**src/rtl/ex_mux_pkg.sv**
```systemverilog
// rtl/ex_mux_pkg.sv - shared constants, state encoding and select-width helper for ex_mux_pipe
package ex_mux_pkg;

  localparam int EX_WIDTH_DEF  = 32;
  localparam int EX_NUM_IN_DEF = 5;

  localparam logic [1:0] ST_EMPTY = 2'd0;
  localparam logic [1:0] ST_ONE   = 2'd1;
  localparam logic [1:0] ST_TWO   = 2'd2;

  typedef enum logic [1:0] {
    S_EMPTY = ST_EMPTY,
    S_ONE   = ST_ONE,
    S_TWO   = ST_TWO
  } state_t;

  // Smallest select width able to address n inputs (never below 1).
  function automatic int ex_min_sel_w(input int n);
    int w;
    w = 1;
    while ((1 << w) < n) w = w + 1;
    return w;
  endfunction

endpackage

```
**src/rtl/ex_mux_sel.sv**
```systemverilog
// rtl/ex_mux_sel.sv - combinational slice selector with select range check
module ex_mux_sel
  import ex_mux_pkg::*;
#(
  parameter int WIDTH  = EX_WIDTH_DEF,
  parameter int NUM_IN = EX_NUM_IN_DEF,
  parameter int SEL_W  = 3
) (
  input  logic [NUM_IN*WIDTH-1:0] in_data,
  input  logic [SEL_W-1:0]        sel,
  output logic [WIDTH-1:0]        word,
  output logic                    sel_err
);

  // Out-of-range codes fall through with word=0 and the error flag set.
  always_comb begin
    word    = '0;
    sel_err = 1'b1;
    for (int k = 0; k < NUM_IN; k++) begin
      if (sel == SEL_W'(k)) begin
        word    = in_data[k*WIDTH +: WIDTH];
        sel_err = 1'b0;
      end
    end
  end

endmodule

```
**src/rtl/ex_mux_pipe.sv**
```systemverilog
// rtl/ex_mux_pipe.sv - registered EX operand selector with 2-entry skid buffer and valid/ready
// Optional out_par port enabled by EX_MUX_PIPE_PARITY_EN.
module ex_mux_pipe
  import ex_mux_pkg::*;
#(
  parameter int WIDTH  = EX_WIDTH_DEF,
  parameter int NUM_IN = EX_NUM_IN_DEF,
  parameter int SEL_W  = 3
) (
  input  logic                    clk,
  input  logic                    rst_n,
  input  logic [NUM_IN*WIDTH-1:0] in_data,
  input  logic [SEL_W-1:0]        sel,
  input  logic                    in_valid,
  output logic                    in_ready,
  output logic [WIDTH-1:0]        out_data,
  output logic                    out_valid,
  input  logic                    out_ready,
`ifdef EX_MUX_PIPE_PARITY_EN
  output logic                    out_par,
`endif
  output logic                    sel_err
);

  generate
    if (NUM_IN < 2 || NUM_IN > 16 || SEL_W < ex_min_sel_w(NUM_IN)) begin : g_bad_param
      $error("ex_mux_pipe: NUM_IN must be 2..16 and 2**SEL_W >= NUM_IN");
    end
  endgenerate

  state_t           state_q, state_d;
  logic             in_ready_q;
  logic [WIDTH-1:0] m_data_q, s_data_q;
  logic             m_err_q, s_err_q;
  logic [WIDTH-1:0] sel_word;
  logic             sel_err_c;
  logic             accept, out_xfer;
  logic             load_m, load_s, move_s;

  ex_mux_sel #(
    .WIDTH  (WIDTH),
    .NUM_IN (NUM_IN),
    .SEL_W  (SEL_W)
  ) u_sel (
    .in_data (in_data),
    .sel     (sel),
    .word    (sel_word),
    .sel_err (sel_err_c)
  );

  assign accept    = in_valid & in_ready_q;
  assign out_valid = (state_q != S_EMPTY);
  assign out_xfer  = out_valid & out_ready;
  assign in_ready  = in_ready_q;
  assign out_data  = m_data_q;
  assign sel_err   = m_err_q;

  always_comb begin
    state_d = state_q;
    load_m  = 1'b0;
    load_s  = 1'b0;
    move_s  = 1'b0;
    case (state_q)
      S_EMPTY: begin
        if (accept) begin
          state_d = S_ONE;
          load_m  = 1'b1;
        end
      end
      S_ONE: begin
        if (accept && out_xfer) begin
          load_m = 1'b1;
        end else if (accept) begin
          state_d = S_TWO;
          load_s  = 1'b1;
        end else if (out_xfer) begin
          state_d = S_EMPTY;
        end
      end
      S_TWO: begin
        if (out_xfer) begin
          state_d = S_ONE;
          move_s  = 1'b1;
        end
      end
      default: state_d = S_EMPTY;
    endcase
  end

  // in_ready is registered from the next state so it never depends on out_ready combinationally.
  always_ff @(posedge clk or negedge rst_n) begin
    if (!rst_n) begin
      state_q    <= S_EMPTY;
      in_ready_q <= 1'b1;
      m_data_q   <= '0;
      m_err_q    <= 1'b0;
      s_data_q   <= '0;
      s_err_q    <= 1'b0;
    end else begin
      state_q    <= state_d;
      in_ready_q <= (state_d != S_TWO);
      if (load_m) begin
        m_data_q <= sel_word;
        m_err_q  <= sel_err_c;
      end else if (move_s) begin
        m_data_q <= s_data_q;
        m_err_q  <= s_err_q;
      end
      if (load_s) begin
        s_data_q <= sel_word;
        s_err_q  <= sel_err_c;
      end else if (move_s) begin
        s_data_q <= '0;
        s_err_q  <= 1'b0;
      end
    end
  end

`ifdef EX_MUX_PIPE_PARITY_EN
  logic m_par_q, s_par_q;

  always_ff @(posedge clk or negedge rst_n) begin
    if (!rst_n) begin
      m_par_q <= 1'b0;
      s_par_q <= 1'b0;
    end else begin
      if (load_m)      m_par_q <= ^sel_word;
      else if (move_s) m_par_q <= s_par_q;
      if (load_s)      s_par_q <= ^sel_word;
      else if (move_s) s_par_q <= 1'b0;
    end
  end

  assign out_par = m_par_q;
`endif

endmodule
```
**config.mk**
```make
export PLATFORM = sky130hd
export DESIGN_NAME = ex_mux_pipe
export DESIGN_NICKNAME = d
export VERILOG_FILES = /design/src/rtl/ex_mux_pkg.sv /design/src/rtl/ex_mux_sel.sv /design/src/rtl/ex_mux_pipe.sv
export SDC_FILE = /design/constraint.sdc
export NUM_CORES = 1
export LEC_CHECK = 0
export BUFFER_PORTS_ARGS = -buffer_cell sky130_fd_sc_hd__buf_4
export CORE_AREA = 2 2 115 117
export CTS_CLUSTER_DIAMETER = 150
export CTS_CLUSTER_SIZE = 30
export DETAILED_ROUTE_END_ITERATION = 8
export DIE_AREA = 0 0 117 119
export PLACE_DENSITY = 0.7
export SETUP_SLACK_MARGIN = 0.2
export SLEW_MARGIN = 20
export SYNTH_ARGS = -nofsm -noshare
export SYNTH_HDL_FRONTEND = slang
export SYNTH_SLANG_ARGS = --single-unit
```
**constraint.sdc**
```tcl
create_clock -name clk -period 3.4 [get_ports clk]
set_clock_uncertainty 0.2 [all_clocks]
set_input_delay 0.34 -clock clk [delete_from_list [all_inputs] [get_ports clk]]
set_output_delay 0.34 -clock clk [all_outputs]
set_load 0.01 [all_outputs]
```
# After elaboration in Yosys (flattened, before gate mapping)
# Index checks and enable logic that the tools add are counted.
[classes]
eq_ne = 7
muxes = 31
n_bitwise = 2
n_reduce_logical = 6
[op_table]
columns = ["op", "n"]
rows = [
  ["$mux 32", 9],
  ["$mux 1", 15],
  ["$mux 2", 5],
  ["$eq 3x2->1 const B", 2],
  ["$pmux 2 s3", 1],
  ["$reduce_bool 2->1", 3],
  ["$eq 3x1->1 const B", 1],
  ["$eq 3x3->1 const B", 1],
  ["$logic_not 3->1", 1],
  ["$and 1x1->1", 2],
  ["$eq 2x1->1 const B", 1],
  ["$eq 2x2->1 const B", 1],
  ["$logic_not 2->1", 1],
  ["$ne 2x2->1 const B", 1],
  ["$pmux 1 s2", 1],
  ["$logic_and 1x1->1", 1],
]
[word_totals]
ff_bits = 69
in_bits = 167
out_inout_bits = 35
word_cells = 52

# Depth between registers and ports, before layout
# Gate-level depths: netlist (run 1).
[logic_depth]
depth_word = 7
ltp_mapped = 7
depth_no_buf = 4

# Modules after synthesis
# Synthesis (run 1) repeated with hierarchy kept, for this count alone.
[hier_totals]
hier_cells = 464
area_unflattened_um2 = 4255.3
[by_module_without_submodules]
columns = ["module", "instances", "cells_each", "area_each_um2", "seq_area_each_um2"]
rows = [
  ["ex_mux_pipe", 1, 274, 2970.3, 1727.9],
  ["ex_mux_sel", 1, 190, 1285.0, 0.0],
]

# Worst setup path before layout (run 1)
# OpenSTA, ideal clock, no wires.
[synth_path]
kind = "reg2reg"
start = "register in_ready_q, in the netlist in_ready"
end = "register m_data_q[17], in the netlist out_data[17]"
setup_ns = 0.125
t_arrival_ns = 1.417
required_time_ns = 3.075
path_slack_ns = 1.658
stages_incl_launch_ff = 7
path_cell_list = "dfstp_2 -> and4b_1 -> buf_2 -> nor2_4 -> buf_2 -> o32ai_1 -> nand2_1"
[synth_between]
elab_chain_cells = 5
[synth_lines]
columns = ["element", "line", "text"]
rows = [
  ["from (decl)", "ex_mux_pipe.sv:32", "logic in_ready_q;"],
  ["from (signal assigned)", "ex_mux_pipe.sv:101", "in_ready_q <= (state_d != S_TWO);"],
  ["$and 1x1->1 *", "ex_mux_pipe.sv:51", "assign accept = in_valid & in_ready_q;"],
  ["$logic_and 1x1->1", "ex_mux_pipe.sv:71", "if (accept && out_xfer) begin"],
  ["$mux 1", "ex_mux_pipe.sv:71", ""],
  ["$pmux 1 s2 *", "ex_mux_pipe.sv:63", "case (state_q)"],
  ["$mux 32 or $reduce_bool 2->1 (tied branches)", "-", ""],
  ["to (signal assigned)", "ex_mux_pipe.sv:103", "m_data_q <= sel_word;"],
  ["to (signal assigned)", "ex_mux_pipe.sv:106", "m_data_q <= s_data_q;"],
  ["to (decl)", "ex_mux_pipe.sv:33", "logic [WIDTH-1:0] m_data_q, s_data_q;"],
]
# Mark *: on every way between the ends. The rest lies on a longest branch, timed or not.
# A chain may end at the register's enable or synchronous reset.

# Worst setup path in the final report (run 1)
[layout_path]
start = "register state_q[1]"
end = "register m_data_q[4], in the netlist out_data[4]"
[layout_between]
elab_chain_cells = 6
[layout_lines]
columns = ["element", "line", "text"]
rows = [
  ["from (decl)", "ex_mux_pipe.sv:31", "state_t state_q, state_d;"],
  ["from (signal assigned)", "ex_mux_pipe.sv:100", "state_q <= state_d;"],
  ["$reduce_bool 2->1", "ex_mux_pipe.sv:52", "assign out_valid = (state_q != S_EMPTY);"],
  ["$and 1x1->1", "ex_mux_pipe.sv:53", "assign out_xfer = out_valid & out_ready;"],
  ["$logic_and 1x1->1", "ex_mux_pipe.sv:71", ""],
  ["$mux 1", "ex_mux_pipe.sv:71", ""],
  ["$pmux 1 s2", "ex_mux_pipe.sv:63", ""],
  ["$mux 32 or $reduce_bool 2->1 (tied branches)", "-", ""],
]
# Several ways; a longest one is shown, not always the timed one.

==> metrics.md, run 1 <==
| Metric | Value |
|---|---|
| Status | completed |
| Via count | between 4,000 and 5,000 |
| Slew Limit Fails | 0 |
| Mapped Avg Cell Area | ~8.5 sq um |
| CTS tree | built |
| Design Area, Final | 6316 sq um |
| Mapped Nets | roughly 680 |
| Crit path time final | around 2700 ps |
| Critical path, cell by cell | and3b_1 -> nor3_4 -> buf_4 -> a21oi_1 -> o21ai_1 |
| PostCTS Resize Cnt | 0 |
| CTS Buf Count | 9 |
| IO buf count | 201 |
| Detailed Route WL | approximately 15,000 um |
| Yosys top cell by area | dfrtp_1 |
| RD Place Congestion | between 0.8 and 0.9 |
| Final Worst Setup Slack | approximately 700 ps |
| Maxcap violations | 0 |
| Seq/Total Area, Yosys | approximately two fifths |
| IO Count | 202 |
| Via density | approximately 5.4 |
| Setup slack at placement | 762.9 ps |
| Setup-failing EPs final | 0 |
| Main synth FF type | dfrtp_1 |
| Maximum clock path buffer count | 2 |
| Combinational family with the most area after synthesis | simple AND/OR/NAND/NOR gates |
| Dpl hpwl | between 10,000 and 15,000 um |
| Setup CP Type | reg -> reg |
| Multi-input gate area | 2397 sq um |
| Clk pwr share | 28.8% |
| Initial Util | 33.99% |
| Crit. End Element | flip-flop |
| Post-DR wirelength/cell | 17.55 um |
| Number of synthesized register bits | ~70 |
| Crit path max fanout | 23 |
| Die height | 119 um |
| Top cells by area, synth | dfrtp_1, mux2i_1, nand3_1 |
| Post-synth ARST share | 100.0% |
| Reg power frac | between 30% and 40% |
| Inserted Diodes | 0 |
| XOR/XNOR Fraction of Synth Area | 0% |
| Fin nets | roughly 850 |
| Die X | between 100 and 150 um |
| EDFF count, synth | 0 |
| Total gr overflow | 0 |
| # fillers | 1,247 |
| Sink Count | 69 |
| CTS Root Cell | clkbuf_16 |
| Sw Ratio | about a third |
| Max-slew headroom | 41.81% |
| Post-synthesis adder-cell area fraction | 0% |
| FF/Latch Area | roughly 1700 sq um |
| Crit path buf inv count | 1 |
| DRC Markers | 0 |
| Post-synthesis simple-gate area fraction | between 20 and 25% |
| Clock slew at reported path FFs | roughly 60 ps |
| Worst slew pin tran | between 800 and 900 ps |
| ANT nets after route | 0 |
| Top-count cell post-synth | dfrtp_1 |
| First-pass GRT wire length | between 20,000 and 25,000 um |
| Critical path arrival | roughly 2700 ps |
| Worst min path class | in -> reg |
| Fin crit share | 78.92% |
| Warning count from the yosys run | 0 |
| GR Util All Layers | 21.61% |
| DIE AREA | ~14,000 sq um |
| Delay-heaviest family, CP | simple AND/OR/NAND/NOR gates |
| Synth top cells by count | dfrtp_1, nand3_1, mux2i_1 |
| Max Clk Rate | ~0.37 GHz |
| Static Leak | about 3.0 nW |
| Area growth from synthesis to layout | 44.31% |
| Placed instance area | approximately 5900 sq um |
| Worst-Skew Late Latency | 330 ps |
| Net switching power | about 1.4 mW |
| RSZ-0062 raised after global routing | false |
| DRT iter0 DRCs | roughly 240 |
| CP max stage cell | nor3_4 |
| CP Launch Type | flip-flop |
| Synth top area share | slightly below 40% |
| Synth Cell Area | approximately 4400 sq um |
| Final hold vios | 0 |
| Vias in the first global route | roughly 4,700 |
| Pint | roughly 2.8 mW |
| Cells after Synth | about 520 |
| Peak supply drop | 313.0 uV |
| Post-synthesis compound-gate area fraction | between 20% and 30% |
| Post-synth cell types | 40 |
| WP data required | 3450 ps |
| Largest net degree at the start of global routing | 70 |
| Power per Cell Area | approximately 670 nW/um^2 |
| Setup TNS | 0 ps |
| H-tree depth | 3 |
| CP max stage delay | between 700 and 800 ps |
| Logic pwr share | ~36% |
| Initial antenna violation count | 0 |
| Share of layout cells above drive strength 1 | about a third |
| Post-synthesis mux area share | 11.66% |
| Core area | 12,870 sq um |
| # rows | between 40 and 50 |
| Drt first pass iters | 4 |
-- registers in the layout, summed over array words and instances (netlist names) --
name / count
s_err_q: 1
s_data_q: 32
in_ready: 1
sel_err: 1
state_q: 2
out_data: 32
-- power groups by stage --
| stage | clock network [mW] | logic (mW) | registers, mW |
|---|---|---|---|
| after floorplan | 0 | 0.787 | 1.49 |
| after global placement | 0 | 1.50 | 1.46 |
| after detailed placement | 0 | 1.54 | 1.48 |
| after CTS | 1.23 | 1.55 | 1.48 |
| after global routing | 1.26 | 1.70 | 1.52 |
| final | 1.22 | 1.53 | 1.48 |
-- logic make-up after synthesis --
group | Yosys count
AO/OA/AOI/OAI | 155
buffers and inverters | 53
multiplexers | 51
AND/OR/NAND/NOR | 188
flip-flops | 69
-- final timing paths --
kind                                          start                  endpoint  slack, ps  cells past startpoint
hold / removal                          in_data[62]  out_data[30]$_DFFE_PN0P_         90                      3
max in group asynchronous                     rst_n   s_data_q[8]$_DFFE_PN0P_       1960                      2
setup / recovery               state_q[1]$_DFF_PN0_   out_data[4]$_DFFE_PN0P_        720                      5
setup reg to reg               state_q[1]$_DFF_PN0_   out_data[4]$_DFFE_PN0P_        720                      5
hold reg to reg            out_data[17]$_DFFE_PN0P_  out_data[17]$_DFFE_PN0P_        290                      2
min in group asynchronous                     rst_n   out_data[5]$_DFFE_PN0P_        470                      2
-- per-layer routing --
layer,global-route usage (%),part of all wire (%),up-vias
li1,-,-,2230
met1,25.76,39,2224
met2,36.71,49,210
met3,5.700,8.4,27
met4,8.529,2.8,0
met5,0,0,-
-- stage by stage --
stage / std cells / total power [mW] / util, % / hold slack [ps]
floorplan: 516 / 2.277 / - / -155.6
global placement: 850 / 2.967 / 46.00 / 273.0
detailed placement: 850 / 3.028 / 46.00 / 284.3
CTS: 866 / 4.254 / 49.06 / 89.61
global route: 866 / 4.485 / 49.06 / 102.5
finish: 866 / 4.228 / 49.06 / 94.14
-- cell type report --
type | count | share of cell area (%)
multi-input cells | 394 | 37.96
flip-flops and latches | 69 | 27.36
repair buffers | 210 | 25.00
clock buffers | 9 | 3.566
well taps | 176 | 3.487
clock inverters | 6 | 2.516
inverters | 2 | 0.1189
-- worst min-delay path: cells and delay by family --
kind | cells | cell delay (ps)
buffers and inverters | 1 | 90
AOI/OAI and AO/OA | 2 | 170
-- cells in the final DEF, fill, tap and decap left out, drive strengths merged, types with 4 or more instances in the layout --
master and count:
a211oi 4, a21oi 28, a22oi 18, a2bb2oi 7, and2 10, buf 209, bufinv 5, clkbuf 9
dfrtp 68, mux2i 51, nand2 21, nand3 55, nand3b 5, nor2 49, nor3 17, nor3b 7
nor4 10, o21ai 78, o22ai 10, o2bb2ai 5, or2 5
-- timing repair --
item	in CTS	in global routing
hold buffers	1	0
endpoints found under the hold margin	68	0
buffers inserted	0	0
Power figures use the tool's default switching activity.
==> run 2, diff against run 1 <==
==> constraint.sdc (replaced) <==
create_clock -name clk -period 2.8 [get_ports clk]
set_clock_uncertainty 0.2 [all_clocks]
set_input_delay 0.28 -clock clk [delete_from_list [all_inputs] [get_ports clk]]
set_output_delay 0.28 -clock clk [all_outputs]
set_load 0.01 [all_outputs]
==> run 2 against run 1 <==
Utilization shrank 0.18 points; via count grew 0.26%; combinational power grew 23%; critical path depth is the same; clock-buffer cell count is the same; routed wire length grew 1.2%.
==> metrics.md, run 2 (same netlist as run 1, synthesis figures left out) <==
| Metric | Value |
|---|---|
| Vias in the first global route | 4,801 (+1.5%) |
| First-pass GRT wire length | 23,860 um (+2.0%) |
| Fin crit share | 82.84% (+3.9 points) |
| Initial antenna violation count | 0 (unchanged) |
| Setup-failing EPs final | 0 (unchanged) |
| Detailed Route WL | 15,380 um (+1.2%) |
| Delay-heaviest family, CP | simple AND/OR/NAND/NOR gates |
| Worst slew pin tran | 890.0 ps (+17.27 ps) |
| CP max stage cell | nand3b_2 |
| Max-slew headroom | 40.66% (-1.2 points) |
| Commonest non-fill, non-tap cell in the layout | buf_4 |
| Met3 wire len | 1217 um (-5.2%) |
| Critical path arrival | 2300 ps (-440 ps) |
| Power per Cell Area | 788.1 nW/um^2 (+18%) |
| Total gr overflow | 0 (unchanged) |
| Top layer in use | met4 |
| Die X | 117 um (unchanged) |
| Status | completed |
| Setup TNS | 0 ps (unchanged) |
| DRC Markers | 0 (unchanged) |
| Inserted Diodes | 0 (unchanged) |
| Post-DR wirelength/cell | 17.70 um (+0.83%) |
| CP Launch Type | flip-flop |
| DRT iter0 DRCs | 218 (-8.4%) |
| PostCTS Resize Cnt | 0 (unchanged) |
| # rows | 42 (unchanged) |
| Static Leak | 2.959 nW (-0.19%) |
| Initial Util | 33.99% (unchanged) |
| Max Clk Rate | 0.4311 GHz (+16%) |
| Maxcap violations | 0 (unchanged) |
| Sink Count | 69 (unchanged) |
| Crit path buf inv count | 1 (unchanged) |
| Crit path max fanout | 54 (+130%) |
| WP data required | 2780 ps (-670 ps) |
| Share of layout cells above drive strength 1 | 34.20% (+0.29 points) |
| RSZ-0062 raised after global routing | false |
| Most frequent cells in the layout | buf_4, dfrtp_1, nand3_1, mux2i_1, o21ai_1 |
| CP max stage delay | 480 ps (-260 ps) |
| Drt first pass iters | 4 (unchanged) |
| Slew Limit Fails | 0 (unchanged) |
| Dpl hpwl | 11,570 um (+2.3%) |
| DIE AREA | 13,920 sq um (unchanged) |
| Die height | 119 um (unchanged) |
| CTS tree | built |
| Worst min path class | in -> reg |
| IO Count | 202 (unchanged) |
| CTS Buf Count | 9 (unchanged) |
| CTS Root Cell | clkbuf_16 |
| Final hold vios | 0 (unchanged) |
| H-tree depth | 3 (unchanged) |
| Clock slew at reported path FFs | 60 ps (about the same) |
| Crit path time final | 2320 ps (-363.6 ps) |
| Final std cells w/o fill | 869 (+0.35%) |
| GR Util All Layers | 21.93% (+0.31 points) |
| WL met1 | 5986 um (+0.15%) |
| Via count | 4,703 (+0.26%) |
| Maximum clock path buffer count | 2 (unchanged) |
| Fin nets | 856 (+0.35%) |
| Core Util, Final | 48.87% (-0.18 points) |
| ANT nets after route | 0 (unchanged) |
| Crit. End Element | flip-flop |
| Critical path, cell by cell | nand3b_2 -> nand2b_2 -> buf_4 -> nand3_1 -> o21ai_0 |
| Largest net degree at the start of global routing | 70 (unchanged) |
| Worst-Skew Late Latency | 330 ps (about the same) |
| Peak supply drop | 289.6 uV (-7.5%) |
| Via density | 5.412 (about the same) |
| Core area | 12,870 sq um (unchanged) |
| Area growth from synthesis to layout | 43.77% |
| RD Place Congestion | 0.8658 (+6.3%) |
| IO buf count | 201 (unchanged) |
| Dpl cells | 853 (+0.35%) |
| Setup CP Type | reg -> reg |
| Metal2 WL | 7974 um (+6.1%) |
run 2: per-stage QoR:
stage	cell area [sq um]	hold WS, ps	power, mW	worst slack (ps)
3_3_place_gp	5944	234.6	3.614	633.0
4_1_cts	6292	41.18	5.004	484.9
6_report	6292	44.95	4.959	480.4
3_5_place_dp	5944	254.4	3.693	515.0
2_1_floorplan	4377	-215.6	2.765	1058
5_1_grt	6292	49.24	5.299	311.8
run 2: worst reg2reg max path, cell delays in order (launching register included):
cell and delay (ps):
dfrtp_1 440, nand3b_2 480, nand2b_2 430, buf_4 340
nand3_1 170, o21ai_0 110
run 2: layout make-up:
cell class / instances / area, sq um
Clock buffer: 9 / 225.2
Clock inverter: 6 / 112.6
Fill cell: 1269 / 6583
Inverter: 2 / 7.507
Multi-Input combinational cell: 394 / 2397
Sequential cell: 69 / 1728
Tap cell: 176 / 220.2
Timing Repair Buffer: 213 / 1602
run 2: repair_timing:
item | 4_1_cts | 5_1_grt
hold endpoints to repair | 68 | 0
setup endpoints to repair | 0 | 0
buffers inserted | 0 | 0
hold buffers | 1 | 0
run 2: path summary, 6_finish.rpt:
kind	start	cells after the start	slack, ps	to
worst min register to register	out_data[11]$_DFFE_PN0P_	2	280	out_data[11]$_DFFE_PN0P_
worst max-delay path	state_q[1]$_DFF_PN0_	5	480	s_data_q[8]$_DFFE_PN0P_
worst max register to register	state_q[1]$_DFF_PN0_	5	480	s_data_q[8]$_DFFE_PN0P_
min in group asynchronous	rst_n	2	430	out_data[13]$_DFFE_PN0P_
max in group asynchronous	rst_n	2	1390	out_data[30]$_DFFE_PN0P_
worst min-delay path	in_data[62]	3	40	out_data[30]$_DFFE_PN0P_
run 2: layer usage:
| layer | vias up | track usage, % |
|---|---|---|
| met3 | 14 | 5.496 |
| met5 | - | 0 |
| li1 | 2230 | - |
| met2 | 192 | 38.98 |
| met1 | 2267 | 26.08 |
| met4 | 0 | 5.662 |
run 2: power by group:
| part | switching [mW] | total (mW) | internal [mW] |
|---|---|---|---|
| Clock | 0.429 | 1.29 | 0.866 |
| Combinational | 0.990 | 1.88 | 0.893 |
| Sequential | 0.305 | 1.78 | 1.48 |
| Total | 1.72 | 4.96 | 3.23 |
